[src/rtl/osd_pkg.sv]
// Shared OSD glyph definitions: geometry, ROM layout, FSM states, descriptor struct.
package osd_pkg;

    localparam int unsigned PAGES         = 2;
    localparam int unsigned PNG_W         = 64;
    localparam int unsigned PNG_H         = 64;
    localparam int unsigned MSB_BPP       = 8;
    localparam int unsigned LAST_CHAR     = 383;
    localparam int unsigned CHAR_ENCODING = 12;
    localparam int unsigned CE            = CHAR_ENCODING;

    localparam int unsigned FIRST_CHAR  = 32;
    localparam int unsigned DESC_STRIDE = 6;
    localparam int unsigned DESC_W      = 5 * CE;
    localparam int unsigned DA_W        = $clog2((LAST_CHAR - 31) * DESC_STRIDE);
    localparam int unsigned PA_W        = $clog2(PAGES * PNG_W * PNG_H);

    // Descriptor field offsets inside the ROM data word
    localparam int unsigned PAGE_LSB   = 0;
    localparam int unsigned LENGTH_LSB = CE;
    localparam int unsigned WIDTH_LSB  = 2 * CE;
    localparam int unsigned Y_LSB      = 3 * CE;
    localparam int unsigned X_LSB      = 4 * CE;

    typedef enum logic [1:0] {
        IDLE = 2'd0,
        DESC = 2'd1,
        PIX  = 2'd2
    } state_e;

    typedef struct packed {
        logic [CE-1:0] x;
        logic [CE-1:0] y;
        logic [CE-1:0] width;
        logic [CE-1:0] length;
        logic [CE-1:0] page;
    } desc_t;

    // Split a raw descriptor word into its fields
    function automatic desc_t unpack_desc(input logic [DESC_W-1:0] raw);
        desc_t d;
        d.page   = raw[PAGE_LSB   +: CE];
        d.length = raw[LENGTH_LSB +: CE];
        d.width  = raw[WIDTH_LSB  +: CE];
        d.y      = raw[Y_LSB      +: CE];
        d.x      = raw[X_LSB      +: CE];
        return d;
    endfunction

endpackage

[src/rtl/glyph_addr_gen.sv]
// Glyph rectangle walker: column/row counters and pattern ROM address stepping.
//  clk, rst  : clock, synchronous active-high reset
//  load_i    : start a new glyph at base_i (col=row=0)
//  step_i    : advance one pixel (row-major); otherwise everything holds
//  width_i   : glyph width (used on load and step), length_i: glyph height
//  addr_o    : current pattern address; col_o/row_o: position inside glyph
//  eol_o     : current pixel is the last of its row; last_o: last pixel of glyph
module glyph_addr_gen
    import osd_pkg::*;
(
    input  logic            clk,
    input  logic            rst,
    input  logic            load_i,
    input  logic            step_i,
    input  logic [PA_W-1:0] base_i,
    input  logic [CE-1:0]   width_i,
    input  logic [CE-1:0]   length_i,
    output logic [PA_W-1:0] addr_o,
    output logic [CE-1:0]   col_o,
    output logic [CE-1:0]   row_o,
    output logic            eol_o,
    output logic            last_o
);

    logic [PA_W-1:0] addr_q, addr_d;
    logic [CE-1:0]   col_q, col_d, row_q, row_d;
    logic            eol_q, eol_d, last_q, last_d;
    logic [CE-1:0]   w_m1, l_m1, col_inc, row_inc;

    // Next position; eol/last are precomputed so they leave as registers
    always_comb begin
        w_m1    = width_i - CE'(1);
        l_m1    = length_i - CE'(1);
        col_inc = col_q + CE'(1);
        row_inc = row_q + CE'(1);
        addr_d  = addr_q;
        col_d   = col_q;
        row_d   = row_q;
        eol_d   = eol_q;
        last_d  = last_q;
        if (load_i) begin
            addr_d = base_i;
            col_d  = '0;
            row_d  = '0;
            eol_d  = (w_m1 == '0);
            last_d = (w_m1 == '0) && (l_m1 == '0);
        end else if (step_i) begin
            if (eol_q) begin
                // Wrap to the first column of the next row on the page
                col_d  = '0;
                row_d  = row_inc;
                addr_d = addr_q + PA_W'(PNG_W) - PA_W'(w_m1);
                eol_d  = (w_m1 == '0);
                last_d = (w_m1 == '0) && (row_inc == l_m1);
            end else begin
                col_d  = col_inc;
                addr_d = addr_q + PA_W'(1);
                eol_d  = (col_inc == w_m1);
                last_d = (col_inc == w_m1) && (row_q == l_m1);
            end
        end
    end

    always_ff @(posedge clk) begin
        if (rst) begin
            addr_q <= '0;
            col_q  <= '0;
            row_q  <= '0;
            eol_q  <= 1'b0;
            last_q <= 1'b0;
        end else begin
            addr_q <= addr_d;
            col_q  <= col_d;
            row_q  <= row_d;
            eol_q  <= eol_d;
            last_q <= last_d;
        end
    end

    assign addr_o = addr_q;
    assign col_o  = col_q;
    assign row_o  = row_q;
    assign eol_o  = eol_q;
    assign last_o = last_q;

endmodule

[src/rtl/glyph_fetch.sv]
// OSD glyph reader: looks up a character descriptor, then streams its pixels.
//  clk, rst                : clock, synchronous active-high reset
//  req_valid/ready/code    : character request handshake
//  data_addr / data_in     : descriptor ROM address and combinational data
//  pattern_addr/pattern_in : pattern ROM address and combinational pixel
//  pix_valid/ready/data    : pixel stream; pix_col/row position, pix_eol/last markers
//  glyph_w / glyph_h       : latched descriptor width/height
//  done / err              : end-of-request pulse, err marks a rejected request
module glyph_fetch
    import osd_pkg::*;
(
    input  logic               clk,
    input  logic               rst,
    input  logic               req_valid,
    output logic               req_ready,
    input  logic [CE-1:0]      req_code,
    output logic [DA_W-1:0]    data_addr,
    input  logic [DESC_W-1:0]  data_in,
    output logic [PA_W-1:0]    pattern_addr,
    input  logic [MSB_BPP-1:0] pattern_in,
    output logic               pix_valid,
    input  logic               pix_ready,
    output logic [MSB_BPP-1:0] pix_data,
    output logic [CE-1:0]      pix_col,
    output logic [CE-1:0]      pix_row,
    output logic               pix_eol,
    output logic               pix_last,
    output logic [CE-1:0]      glyph_w,
    output logic [CE-1:0]      glyph_h,
    output logic               done,
    output logic               err
);

    localparam int unsigned SUM_W = CE + 1;

    state_e            state_q;
    logic              req_ready_q, pix_valid_q, done_q, err_q;
    logic [DA_W-1:0]   data_addr_q;
    logic [CE-1:0]     glyph_w_q, glyph_h_q;

    desc_t             desc;
    logic              code_ok, size_zero, out_of_page;
    logic              accept, load, beat;
    logic [CE-1:0]     code_off, gen_w, gen_l;
    logic [SUM_W-1:0]  x_end, y_end;
    logic [PA_W-1:0]   base_addr;
    logic              gen_last;

    // Request decode and descriptor checks; sums are one bit wider to avoid wrap
    always_comb begin
        desc        = unpack_desc(data_in);
        code_ok     = (req_code >= CE'(FIRST_CHAR)) && (req_code <= CE'(LAST_CHAR));
        code_off    = req_code - CE'(FIRST_CHAR);
        x_end       = {1'b0, desc.x} + {1'b0, desc.width};
        y_end       = {1'b0, desc.y} + {1'b0, desc.length};
        size_zero   = (desc.width == '0) || (desc.length == '0);
        out_of_page = (x_end > SUM_W'(PNG_W)) || (y_end > SUM_W'(PNG_H))
                      || (desc.page >= CE'(PAGES));
        base_addr   = PA_W'(32'(desc.page) * PNG_W * PNG_H
                            + 32'(desc.y) * PNG_W + 32'(desc.x));
        accept      = (state_q == IDLE) && req_valid && req_ready_q;
        load        = (state_q == DESC) && !size_zero && !out_of_page;
        beat        = (state_q == PIX) && pix_valid_q && pix_ready;
        gen_w       = (state_q == DESC) ? desc.width  : glyph_w_q;
        gen_l       = (state_q == DESC) ? desc.length : glyph_h_q;
    end

    glyph_addr_gen u_addr_gen (
        .clk      (clk),
        .rst      (rst),
        .load_i   (load),
        .step_i   (beat),
        .base_i   (base_addr),
        .width_i  (gen_w),
        .length_i (gen_l),
        .addr_o   (pattern_addr),
        .col_o    (pix_col),
        .row_o    (pix_row),
        .eol_o    (pix_eol),
        .last_o   (gen_last)
    );

    // Request/stream control FSM with registered handshake and status outputs
    always_ff @(posedge clk) begin
        if (rst) begin
            state_q     <= IDLE;
            req_ready_q <= 1'b1;
            pix_valid_q <= 1'b0;
            done_q      <= 1'b0;
            err_q       <= 1'b0;
            data_addr_q <= '0;
            glyph_w_q   <= '0;
            glyph_h_q   <= '0;
        end else begin
            done_q <= 1'b0;
            err_q  <= 1'b0;
            unique case (state_q)
                IDLE: begin
                    if (accept) begin
                        if (code_ok) begin
                            data_addr_q <= DA_W'(code_off * CE'(DESC_STRIDE));
                            req_ready_q <= 1'b0;
                            state_q     <= DESC;
                        end else begin
                            done_q <= 1'b1;
                            err_q  <= 1'b1;
                        end
                    end
                end
                DESC: begin
                    glyph_w_q <= desc.width;
                    glyph_h_q <= desc.length;
                    if (size_zero || out_of_page) begin
                        // Empty glyph is a clean finish; out-of-page is an error
                        done_q      <= 1'b1;
                        err_q       <= !size_zero;
                        req_ready_q <= 1'b1;
                        state_q     <= IDLE;
                    end else begin
                        pix_valid_q <= 1'b1;
                        state_q     <= PIX;
                    end
                end
                PIX: begin
                    if (beat && gen_last) begin
                        pix_valid_q <= 1'b0;
                        done_q      <= 1'b1;
                        req_ready_q <= 1'b1;
                        state_q     <= IDLE;
                    end
                end
                default: begin
                    state_q <= IDLE;
                end
            endcase
        end
    end

    assign req_ready = req_ready_q;
    assign data_addr = data_addr_q;
    assign pix_valid = pix_valid_q;
    assign pix_data  = pattern_in;
    assign pix_last  = gen_last;
    assign glyph_w   = glyph_w_q;
    assign glyph_h   = glyph_h_q;
    assign done      = done_q;
    assign err       = err_q;

endmodule

[config.mk]
export PLATFORM = sky130hd
export DESIGN_NAME = glyph_fetch
export DESIGN_NICKNAME = d
export VERILOG_FILES = /design/src/rtl/osd_pkg.sv /design/src/rtl/glyph_addr_gen.sv /design/src/rtl/glyph_fetch.sv
export SDC_FILE = /design/constraint.sdc
export NUM_CORES = 1
export LEC_CHECK = 0
export CORE_ASPECT_RATIO = 0.9
export CORE_MARGIN = 2
export CORE_UTILIZATION = 40
export DETAILED_ROUTE_END_ITERATION = 10
export DONT_BUFFER_PORTS = 1
export HOLD_SLACK_MARGIN = 0.06
export RECOVER_POWER = 50
export SETUP_SLACK_MARGIN = 0.3
export SLEW_MARGIN = 20
export SYNTH_ARGS = -nofsm -noshare
export SYNTH_HDL_FRONTEND = slang
export SYNTH_SLANG_ARGS = --single-unit
[constraint.sdc]
create_clock -name clk -period 6.5 [get_ports clk]
set_input_delay 0.65 -clock clk [delete_from_list [all_inputs] [get_ports clk]]
set_output_delay 0.65 -clock clk [all_outputs]
set_load 0.005 [all_outputs]
==> run summary, run 1 <==
Max Buffers Root-to-Sink = 2
Worst-path clk slew = 70 ps
async set-reset flop share out of synthesis = 0%
Global Route met1 Usage = 27.5%
CP max stage delay = 610 ps
Synth cell types = 76
Initial DRC Count = 469
most used cell, CP = ha_1
Worst Max-Slew Pin Slew = 993 ps
Setup TNS Final = 0 ps
Port Buffer Count = 0
CTS Buf Count = 9
Tmin final = 4510 ps
Tightest Hold Check Type = primary input to flop
pre-CTS WS = 2080 ps
# IOs = 171
CTS tree = done
Pre-antenna DRT Iters = 5
number of routed nets with antenna violations = 0
die area = 20400 sq um
n_diodes = 0
Main synth FF type = dfxtp_1
register share of total power = 35.3%
pwr/cell area = 176 nW/um^2
outcome = complete, no violations
crit path DAT = 4750 ps
Worst Skew = 6.80 ps
share of layout cells above drive strength 1 = 4.61%
met3 Use GR = 6.73%
CTS H-tree lvls = 3
Yosys top cell by area = dfxtp_1
Max-slew headroom = 33.5%
max-slew violations = 0
Hold Buf Count CTS = 0
R2R Path End = u_addr_gen.addr_o[12]$_SDFFE_PP0P_
met2 Resource Use GR = 38.2%
Tcrit/Tclk final = 69.4%
residual DRC count = 0
first-pass GRT wire length = 36000 um
sequential-to-total area share from yosys stat = 20.8%
Post-CTS Resized = 0
Syn Nets = 1141
slowest CP cell = buf_4
Worst R2R Start = state_q[1]$_SDFFE_PP0P_
number of max-cap violations = 0
worst skew pair latency = 350 ps
post-DP HPWL = 17900 um
GRT busiest layer = met2
CTS Sinks = 80
Avg Vias per Cell = 5.82
chip width = 150 um
R2R Setup Slk = 1990 ps
peak supply drop = 0.108 mV
WP data required = 6740 ps
Hold Fails Final Rpt = 0
clock power share = 39.6%
hold path depth = 1
gr usage total = 22.3%
FILL cells = 1935
combinational share of power = 25.1%
final wirelength = 22900 um
vias in the first global route = 6657
fmax = 222 MHz
Final WS setup = 1990 ps
Sw Share = 30.6%
most frequent cells in the layout = 108 x nor2_1, 80 x dfxtp_1, 76 x ha_1
die height = 136 um
Final setup viols = 0
FF-to-FF path depth = 15
via count = 7010
Pleak = 3.17 nW
Critical Path End = u_addr_gen.addr_o[12]$_SDFFE_PP0P_
#FFs+latches synth = 80
Core Rows = 48
Post-CTS Setup Bufs = 0
crit start category = flop
Root Buffer = clkbuf_16
GPL Wtd Cong = 0.947
top-area cell type share of the netlist area = 20.8%
Initial Util = 40.4%
Nets = 1115
P&R area growth vs syn = 6.33%
number of flops mapped to enable cells by yosys = 0
initial antenna violation count = 0
Cell Int Power = 0.997 mW
Net Sw Power = 0.439 mW
largest net degree at the start of global routing = 56
post-synthesis area per instance = 7.88 sq um
crit path cell chain = inv_1 > ha_1 > buf_4 > mux2i_1 > nor3b_1 > xor2_1 > ha_1 > ha_1 > or2_2 > a21oi_1 > a31oi_1 > xor2_1 > nand3_1 > o311ai_0 > o21a_1
Synthesis Warnings = 0
Core ar. = 19000 sq um
Post-Synthesis Cells = 976
crit path launch = state_q[1]$_SDFFE_PP0P_
most common cell after layout, fill and taps aside = nor2_1
routed len/inst = 19.0 um
CP Max Fanout = 53
RSZ-0062 raised after global routing = no
Post-Syn Area = 7690 sq um
GR Overflow Total = 0
crit path kind = flop to flop
Total Power = 1.44 mW
Critical Path End Type = flop
top cells by area, synth = dfxtp_1 21%, ha_1 12%, xnor2_1 6.8%
how the worst min path moves through the flow:
stage,start,end,slack (ps)
floorplan,data_addr[6]$_SDFFE_PP0P_,data_addr[6]$_SDFFE_PP0P_,450
detailed placement,data_addr[6]$_SDFFE_PP0P_,data_addr[6]$_SDFFE_PP0P_,460
global placement,data_addr[6]$_SDFFE_PP0P_,data_addr[6]$_SDFFE_PP0P_,460
CTS,rst,data_addr[6]$_SDFFE_PP0P_,360
finish,rst,data_addr[8]$_SDFFE_PP0P_,370
global route,rst,data_addr[6]$_SDFFE_PP0P_,360
registers in the layout (all words and copies together) (netlist names):
name,cells
req_ready,1
u_addr_gen.addr_o,13
err,1
state_q,2
u_addr_gen.last_o,1
u_addr_gen.eol_o,1
u_addr_gen.row_o,12
glyph_h,12
glyph_w,12
pix_valid,1
done,1
data_addr,11
u_addr_gen.col_o,12
Yosys cell counts (all sizes together) (6+ instances only):
| cell type | n |
|---|---|
| a31oi | 14 |
| nor4 | 12 |
| a22oi | 7 |
| inv | 40 |
| nor3 | 31 |
| mux2i | 41 |
| mux2 | 7 |
| or4 | 8 |
| nand4 | 11 |
| dfxtp | 80 |
| a21o | 19 |
| nand3 | 38 |
| xor2 | 42 |
| o21a | 6 |
| o21bai | 6 |
| a211oi | 14 |
| o21ai | 45 |
| nand2 | 54 |
| a21oi | 66 |
| ha | 76 |
| nor2b | 10 |
| a211o | 6 |
| buf | 20 |
| or2 | 6 |
| clkbuf | 22 |
| and3 | 15 |
| nor2 | 108 |
| o31ai | 6 |
| xnor2 | 60 |
| o211ai | 10 |
| or3 | 15 |
| nand2b | 16 |
per-stage QoR:
stage	cell area [sq um]	utilization (%)	instances	hold slack (ps)
5_1_grt	8180	43.0	1205	362
3_3_place_gp	7850	41.2	1189	458
6_report	8180	43.0	1205	372
2_1_floorplan	7690	-	976	448
3_5_place_dp	7850	41.2	1189	463
4_1_cts	8180	42.9	1205	363
area by class of cell:
class                   count  area, sq um  area share, %
multi-input cells         813         5750           70.3
flip-flops and latches     80         1600           19.6
well taps                 250          313           3.82
clock buffers               9          225           2.75
inverters                  41          154           1.88
clock inverters             7          101           1.24
repair buffers              5         37.5          0.459
cell families (layout without fill, tap and decap cells):
family | Yosys count | count (layout) | share of synthesized area, %
xor+xnor | 102 | 102 | 11.6
fa+ha+maj | 81 | 81 | 13.7
flops | 80 | 80 | 20.8
simple gates | 351 | 351 | 23.5
compound gates | 230 | 230 | 19.3
buf+inv | 83 | 62 | 4.62
other cells | 1 | 1 | 0.0487
mux | 48 | 48 | 6.50
critical path, delay by kind of cell, from the launching register on:
kind	cells	cell delay (ps)
buffers and inverters	2	710
xor gates and xnor gates	2	550
AOI/OAI and AO/OA	4	550
DFF	1	330
muxes	1	550
adders and majority gates	3	990
and+or+nand+nor	3	710
power by group through the flow:
| stage | Sequential, mW | Combinational, mW | Clock (mW) |
|---|---|---|---|
| 2_1_floorplan | 0.514 | 0.296 | 0 |
| 3_3_place_gp | 0.518 | 0.351 | 0 |
| 3_5_place_dp | 0.518 | 0.354 | 0 |
| 4_1_cts | 0.506 | 0.357 | 0.580 |
| 5_1_grt | 0.507 | 0.403 | 0.597 |
| 6_report | 0.506 | 0.360 | 0.569 |
layer usage:
| layer | wire, um | part of all wire, % |
|---|---|---|
| met5 | 0 | 0 |
| met4 | 316 | 1.4 |
| met3 | 1810 | 7.9 |
| met2 | 10800 | 47 |
| met1 | 9950 | 43 |
Power figures use the tool's default switching activity.
==> inputs of run 2 (changes only) <==
clock period = 3.95 ns   (was 6.5 ns; I/O delays follow)
==> run 2 against run 1 <==
Via count grew 1.1%. Cell count grew 2.2%. Worst setup slack lost 1700 ps. Cell area grew 5.9%. Sequential share of layout area shrank 1.0 points. Non-clock buffer count grew 26. Count of clock-buffer cells in the layout grew 3.
==> run summary, run 2 (synthesis results as in run 1) <==
largest net degree at the start of global routing = 56
RSZ-0062 raised after global routing = yes
die height = 136 um
Top Metal Used = met4
max-slew violations = 0
chip width = 150 um
first-pass GRT wire length = 36600 um
residual DRC count = 0
combinational share of power = 27.2%
Root Buffer = clkbuf_16
Final WS setup = 289 ps
peak supply drop = 0.192 mV
CP max stage delay = 320 ps
Tcrit/Tclk final = 92.7%
via count = 7086
Port Buffer Count = 0
Avg Vias per Cell = 5.76
crit path kind = flop to flop
CP Max Fanout = 7
pre-CTS WS = 230 ps
outcome = complete, no violations
WP data required = 4240 ps
Final setup viols = 0
Hold Buf Count CTS = 0
wire length on met2 = 10700 um
n_diodes = 0
Max Buffers Root-to-Sink = 2
Tmin final = 3660 ps
Core Rows = 48
max reg flops = 13
Critical Path End Type = flop
vias in the first global route = 6666
number of max-cap violations = 0
P&R area growth vs syn = 12.6%
routed len/inst = 18.9 um
pwr/cell area = 281 nW/um^2
Tightest Hold Check Type = primary input to flop
final wirelength = 23200 um
number of routed nets with antenna violations = 0
most used cell, CP = ha_4
CTS Sinks = 80
WL met3 = 1850 um
M1 WL = 10200 um
share of layout cells above drive strength 1 = 10.7%
Cell Int Power = 1.72 mW
crit path DAT = 3950 ps
GPL Wtd Cong = 0.906
Hold Fails Final Rpt = 0
Core ar. = 19000 sq um
clock power share = 38.7%
Worst-path clk slew = 70 ps
post-DP HPWL = 18300 um
crit path cell chain = inv_2 > ha_4 > mux2i_4 > ha_4 > nor4b_4 > buf_4 > o211ai_1 > xor2_1 > mux2i_1 > inv_1 > ha_4 > ha_4 > and3_4 > nand3_2 > a31oi_1 > xor2_1 > nand3_1 > o311ai_1 > o21a_1
initial antenna violation count = 0
worst skew pair latency = 340 ps
fmax = 273 MHz
crit start category = flop
Pleak = 3.33 nW
Sw Share = 29.6%
Pre-antenna DRT Iters = 5
# IOs = 171
Worst Skew = 8.04 ps
gr usage total = 22.7%
Max-slew headroom = 49.6%
CTS tree = done
CTS Buf Count = 9
Nets = 1141
slowest CP cell = dfxtp_2
most common cell after layout, fill and taps aside = nor2_1
GR Overflow Total = 0
Setup TNS Final = 0 ps
Initial Util = 40.4%
Worst Max-Slew Pin Slew = 753 ps
CTS H-tree lvls = 3
Net Sw Power = 0.723 mW
Initial DRC Count = 387
most frequent cells in the layout = 107 x nor2_1, 78 x dfxtp_1, 68 x ha_1
die area = 20400 sq um
Hold WS = 116 ps
register share of total power = 34.1%
run 2: cell count changes in the layout (fill, tap and decap cells not counted), sizes merged:
cell | before | now
buf | 5 | 30
clkbuf | 9 | 13
inv | 42 | 40
clkinvlp | 2 | 1
run 2: repair_timing:
action | CTS | global route
resized for setup | 6 | 27
cloned | 0 | 0
buffers inserted | 1 | 7
pin swaps | 2 | 16
setup endpoints to repair | 4 | 7
run 2: worst max-delay path: cells and delay by family (launching register included):
family | cells | cell delay [ps]
buf+inv | 3 | 340
mux | 2 | 500
compound gates | 4 | 540
simple gates | 4 | 600
flops | 1 | 320
fa+ha+maj | 4 | 930
xor+xnor | 2 | 400
run 2: power groups by stage:
| stage | registers (mW) | clock network, mW | logic [mW] |
|---|---|---|---|
| final | 0.832 | 0.942 | 0.663 |
| after global routing | 0.834 | 0.991 | 0.735 |
| after CTS | 0.833 | 0.964 | 0.634 |
| after detailed placement | 0.851 | 0 | 0.627 |
| after global placement | 0.851 | 0 | 0.623 |
| after floorplan | 0.846 | 0 | 0.509 |
run 2: layout make-up:
type | instances | area (sq um)
tap | 250 | 313
clock inverter | 4 | 76.3
fill | 1879 | 10400
sequential | 80 | 1610
timing repair buffer | 31 | 245
inverter | 41 | 154
multi-input combinational | 813 | 6010
clock buffer | 12 | 256
run 2: layer usage:
metal / GRT usage (%) / vias up
met5: 0 / -
met4: 5.56 / 0
met3: 6.03 / 31
met2: 37.6 / 221
met1: 29.3 / 3297
li1: - / 3537
run 2: final timing paths:
path                                   endpoint  depth (start not counted)                      start  slack [ps]
max          u_addr_gen.addr_o[12]$_SDFFE_PP0P_                         19    state_q[1]$_SDFFE_PP0P_         290
min                   data_addr[6]$_SDFFE_PP0P_                          1                        rst         120
max reg2reg  u_addr_gen.addr_o[12]$_SDFFE_PP0P_                         19    state_q[1]$_SDFFE_PP0P_         290
min reg2reg           data_addr[6]$_SDFFE_PP0P_                          2  data_addr[6]$_SDFFE_PP0P_         480
run 2: per-stage QoR:
stage	util, %	cells	instance area, sq um	power [mW]
after floorplan	-	976	7840	1.35
after global placement	42.5	1207	8100	1.47
after detailed placement	42.5	1207	8100	1.48
after CTS	44.5	1224	8470	2.43
after global routing	45.5	1231	8660	2.56
final	45.5	1231	8660	2.44
